## src/rtl/gf2mz_loader.sv

```systemverilog
// Serial-to-word loader for the GF(2^m)[z] multiplier: packs d coefficients per
// RAM word (slot 0 in the MSBs), zero-pads the tail word and pulses done.
module gf2mz_loader #(
  parameter int unsigned n = 47,
  parameter int unsigned m = 79,
  parameter int unsigned d = 3,
  localparam int unsigned WIDTH = m * d,
  localparam int unsigned DEPTH = (n + d - 1) / d,
  localparam int unsigned AW = (DEPTH > 1) ? $clog2(DEPTH) : 1
) (
  input  logic             clk,
  input  logic             rst_b,
  input  logic             start,
  input  logic             in_valid,
  output logic             in_ready,
  input  logic [m-1:0]     in_data,
  output logic             mem_we,
  output logic [AW-1:0]    mem_addr,
  output logic [WIDTH-1:0] mem_do,
  output logic             busy,
  output logic             done
);

  localparam int unsigned CW = $clog2(n + 1);
  localparam int unsigned SW = (d > 1) ? $clog2(d) : 1;

  typedef enum logic [1:0] {IDLE, LOAD, WRITE_LAST, DONE} state_t;

  state_t            state_q, state_d;
  logic [CW-1:0]     coef_q, coef_d;
  logic [SW-1:0]     slot_q, slot_d;
  logic [AW-1:0]     word_q, word_d;
  logic [WIDTH-1:0]  pack_q, pack_d;
  logic              in_ready_d, mem_we_d, busy_d, done_d;
  logic [AW-1:0]     mem_addr_d;
  logic [WIDTH-1:0]  mem_do_d;
  logic [WIDTH-1:0]  filled;
  logic              accept, last_beat, slot_full;

  assign accept    = in_valid & in_ready;
  assign last_beat = (coef_q == CW'(n - 1));
  assign slot_full = (slot_q == SW'(d - 1));

  // Pack register with the incoming coefficient dropped into the current slot
  always_comb begin
    filled = pack_q;
    for (int j = 0; j < int'(d); j++) begin
      if (slot_q == SW'(j)) filled[WIDTH-1-j*m -: m] = in_data;
    end
  end

  // Next-state and registered-output logic. The final write (full or padded)
  // is launched on the last accept so done lands two cycles after it.
  always_comb begin
    state_d    = state_q;
    coef_d     = coef_q;
    slot_d     = slot_q;
    word_d     = word_q;
    pack_d     = pack_q;
    in_ready_d = in_ready;
    mem_we_d   = 1'b0;
    mem_addr_d = mem_addr;
    mem_do_d   = mem_do;
    busy_d     = busy;
    done_d     = 1'b0;
    case (state_q)
      IDLE: begin
        in_ready_d = 1'b0;
        busy_d     = 1'b0;
        coef_d     = '0;
        slot_d     = '0;
        word_d     = '0;
        pack_d     = '0;
        // a start coinciding with the done pulse is dropped
        if (start && !done) begin
          state_d    = LOAD;
          in_ready_d = 1'b1;
          busy_d     = 1'b1;
        end
      end
      LOAD: begin
        if (accept) begin
          coef_d = coef_q + CW'(1);
          if (slot_full || last_beat) begin
            mem_we_d   = 1'b1;
            mem_addr_d = word_q;
            mem_do_d   = filled;
            pack_d     = '0;
            slot_d     = '0;
            word_d     = word_q + AW'(1);
          end else begin
            pack_d = filled;
            slot_d = slot_q + SW'(1);
          end
          if (last_beat) begin
            in_ready_d = 1'b0;
            state_d    = slot_full ? DONE : WRITE_LAST;
          end
        end
      end
      WRITE_LAST, DONE: begin
        done_d  = 1'b1;
        busy_d  = 1'b0;
        state_d = IDLE;
      end
      default: state_d = IDLE;
    endcase
  end

  always_ff @(posedge clk or negedge rst_b) begin
    if (!rst_b) begin
      state_q  <= IDLE;
      coef_q   <= '0;
      slot_q   <= '0;
      word_q   <= '0;
      pack_q   <= '0;
      in_ready <= 1'b0;
      mem_we   <= 1'b0;
      mem_addr <= '0;
      mem_do   <= '0;
      busy     <= 1'b0;
      done     <= 1'b0;
    end else begin
      state_q  <= state_d;
      coef_q   <= coef_d;
      slot_q   <= slot_d;
      word_q   <= word_d;
      pack_q   <= pack_d;
      in_ready <= in_ready_d;
      mem_we   <= mem_we_d;
      mem_addr <= mem_addr_d;
      mem_do   <= mem_do_d;
      busy     <= busy_d;
      done     <= done_d;
    end
  end

endmodule

```

## config.mk

```make
export PLATFORM = sky130hd
export DESIGN_NAME = gf2mz_loader
export DESIGN_NICKNAME = d
export VERILOG_FILES = /design/src/rtl/gf2mz_loader.sv
export SDC_FILE = /design/constraint.sdc
export NUM_CORES = 1
export LEC_CHECK = 0
export ABC_AREA = 1
export CORE_MARGIN = 2
export CORE_UTILIZATION = 45
export DETAILED_ROUTE_END_ITERATION = 12
export PLACE_DENSITY = 0.67
export SYNTH_ARGS = -nofsm -noshare
export SYNTH_HDL_FRONTEND = slang
export SYNTH_SLANG_ARGS = --single-unit
```

## constraint.sdc

```tcl
create_clock -name clk -period 3.76 [get_ports clk]
set_clock_uncertainty 0.15 [all_clocks]
set_input_delay 0.564 -clock clk [delete_from_list [all_inputs] [get_ports clk]]
set_output_delay 0.564 -clock clk [all_outputs]
set_load 0.05 [all_outputs]
```

==> impl_metrics.ini <==
[placed_design]
gp_congestion = 0.7858
post_dp_cell_area_mm2 = 0.02484
dpl.hpwl_mm = 35.81
io_buffers = 327

[synthesis]
synth-seq-cells = 496
netlist_instances = 2530
synth_cell_types = 24
yosys_warnings = 0
synth-seq-area-share_pct = 58.43
synth_nets = 2619
synth_area_mm2 = 0.02124
syn_area_per_cell_um2 = 8.396

[power_and_ir_drop]
power.leakage_uw = 0.01275
power-per-cell-area_mw_per_mm2 = 925.2
finalPower_uw = 24610
vdd_drop_max_mv = 0.5826

[detailed_routing]
drt.antenna.violating_nets = 0
drt_iter0_drc = 1432
wl_met2_mm = 27.00
routed_wl_mm = 57.72
drc = 0
via_count = 17590
routed.top_layer = met4
viasPerCell = 5.130
met1_length_mm = 25.64
wl_met3_mm = 3.551
wl_per_cell_um = 16.83
firstDrtPassIters = 7

[sta]
min_period_ns = 2.926
fin_crit_sh_pct = 77.81
worst_pin_slew_ns = 0.9715
setup_viol_count_final = 0
final_hold_viol_count = 0
rsz0062_at_grt = false
slew_viol_final = 0
relSlewSlack_pct = 35.23
max_freq_mhz = 341.8
hold_ws_ns = 0.2955
fin_tns_setup_ns = 0

[clock_tree]
tritoncts = done
htree_levels = 2
cts_resized = 0
cts_buffers = 51
clockBufferDepth = 3
clkSlewWorstSetupHoldPaths_ns = 0.06
clkLatencyLatePin_ns = 0.59
cts_sinks = 496
cts_setup_buffers = 0
clock-root-buffer = clkbuf_16

[setup_path]
path_delay_family = buffers and inverters
setup.worst_path.class = reg2reg
endpoint_kind = flip-flop
crit_chain = inv_1 -> ha_2 -> o21bai_2 -> nand2_8 -> inv_6 -> buf_4 -> nand2_1 -> nand2_1
worst-path-buf-inv = 3
cp-start-kind = flip-flop
critPathRequiredTime_ns = 4.13
worst_path_max_delay_cell = ha_2
crit_arrival_ns = 3.29
critPathMaxStageDelay_ns = 0.51
worstPathMaxFanout = 65
cp_common_cell = nand2_1

[grt]
grt-ovfl-total = 0
grt_pass1_vias = 17500
grtUsageTotal_pct = 23.64
grt_max_degree = 147
grt_pass1_wl_mm = 94.50
antenna_found_initial = 2

[finish]
post-route-util_pct = 57.14
layout-drive-gt1-share_pct = 4.681
nets = 2867
postLayoutCellArea_mm2 = 0.02660
syn2layout_area_growth_pct = 25.23

[floorplanning]
fp.dieArea_mm2 = 0.04896
die_w_um = 221.3
die_h_um = 221.3
initial_core_util_pct = 45.63
coreArea_mm2 = 0.04656
ios = 328
num_rows = 79

[status]
status = complete, no violations

[worst_hold_path]
hp-class = reg2reg

[run]
cap_violations = 0
-- synthesized netlist by cell type --
| library cell | count | area share, % |
|---|---|---|
| o21bai_2 | 1 | 0.053 |
| a21oi_1 | 11 | 0.26 |
| dfrtp_1 | 496 | 58 |
| nor2_4 | 1 | 0.053 |
| nor2_1 | 108 | 1.9 |
| clkbuf_1 | 52 | 0.92 |
| nand2_2 | 4 | 0.12 |
| inv_1 | 254 | 4.5 |
| buf_6 | 11 | 0.58 |
| nand2_1 | 839 | 15 |
| buf_1 | 3 | 0.053 |
| inv_2 | 5 | 0.088 |
| nand3_1 | 156 | 3.7 |
| ha_1 | 6 | 0.35 |
| nor3_1 | 1 | 0.024 |
| buf_4 | 30 | 1.1 |
| nand4_1 | 1 | 0.029 |
| o21ai_0 | 347 | 8.2 |
| nand3b_1 | 1 | 0.035 |
| buf_2 | 71 | 1.7 |
| nand2_4 | 2 | 0.11 |
| nor2_2 | 1 | 0.029 |
| xnor2_1 | 1 | 0.041 |
| o21ai_1 | 128 | 3.0 |
-- worst reg2reg max path, cell delays in order, from the launching register on --
cell and delay [ns]:
dfrtp_1 0.42, inv_1 0.17, ha_2 0.51, o21bai_2 0.26, nand2_8 0.28, inv_6 0.52, buf_4 0.40, nand2_1 0.08
nand2_1 0.07
-- cells by family (layout without fill, tap and decap cells) --
group                    count (synthesis)  after routing  synth area share (%)
AND/OR/NAND/NOR                       1114           1114                 20.80
XOR/XNOR                                 1              1               0.04124
AO/OA/AOI/OAI                          487            487                 11.50
adder cells (fa/ha/maj)                  6              6                0.3534
other                                    0              2                     0
flip-flops                             496            496                 58.43
buffers and inverters                  426            716                 8.865
-- area by class of cell --
type | instances | area [um^2]
repair buffers | 362 | 3694
inverters | 259 | 980.9
clock inverters | 12 | 168.9
multi-input cells | 1608 | 7002
clock buffers | 83 | 1579
well taps | 607 | 759.5
flip-flops and latches | 496 | 12410
fillers | 4166 | 19960
diodes | 2 | 5.005
-- routing by layer --
layer / vias to the layer above / global-route usage, %
met5: - / 0
met4: 0 / 8.357
met3: 109 / 4.209
met2: 514 / 37.99
met1: 8538 / 32.35
li1: 8431 / -
-- final timing paths --
path / from / to / slack (ns) / depth (start not counted)
max: slot_q[0] / mem_do[184] / 0.83 / 8
min: state_q[1] / done / 0.30 / 0
max reg2reg: slot_q[0] / mem_do[184] / 0.83 / 8
min reg2reg: state_q[1] / done / 0.30 / 0
max in group asynchronous: rst_b / pack_q[109] / 2.05 / 3
min in group asynchronous: rst_b / mem_do[231] / 0.46 / 2
-- flip-flops by register name, indices dropped and copies added, names as in the netlist --
signal	flops
mem_we	1
mem_addr	4
mem_do	237
busy	1
word_q	4
coef_q	6
done	1
state_q	2
pack_q	237
in_ready	1
slot_q	2
-- where the power goes --
part,internal [uW],switching (uW)
logic,3360,7910
clock network,3140,2100
registers,7140,958
total,13600,11000
-- cells in the final DEF (no fill, tap or decap), types with 2 or more instances in the layout --
cell | Yosys | final
ha_1 | 6 | 3
clkbuf_16 | 0 | 53
nor2_1 | 108 | 108
buf_4 | 30 | 22
o21ai_1 | 128 | 128
ha_4 | 0 | 2
clkinvlp_4 | 0 | 2
nand2_2 | 4 | 3
clkbuf_8 | 0 | 14
diode_2 | 0 | 2
buf_12 | 0 | 12
inv_1 | 254 | 253
clkbuf_1 | 52 | 16
o21ai_0 | 347 | 347
nand3_1 | 156 | 156
nor2_4 | 1 | 2
clkdlybuf4s50_1 | 0 | 326
a21oi_1 | 11 | 11
clkinv_2 | 0 | 6
nand2_8 | 0 | 2
inv_2 | 5 | 3
nand2_1 | 839 | 839
dfrtp_1 | 496 | 496
bufinv_16 | 0 | 4
-- timing repair --
action / 4_1_cts / 5_1_grt
hold buffers: 1 / 0
endpoints found under the setup margin: 0 / 0
hold endpoints to repair: 85 / 0
-- through the flow --
step	worst slack [ns]	instances
after floorplan	1.927	2530
after detailed placement	0.8060	3331
after global routing	0.5608	3429
after CTS	0.7738	3427
final	0.8345	3429
after global placement	0.8457	3331
(Power assumes the default switching activity.)
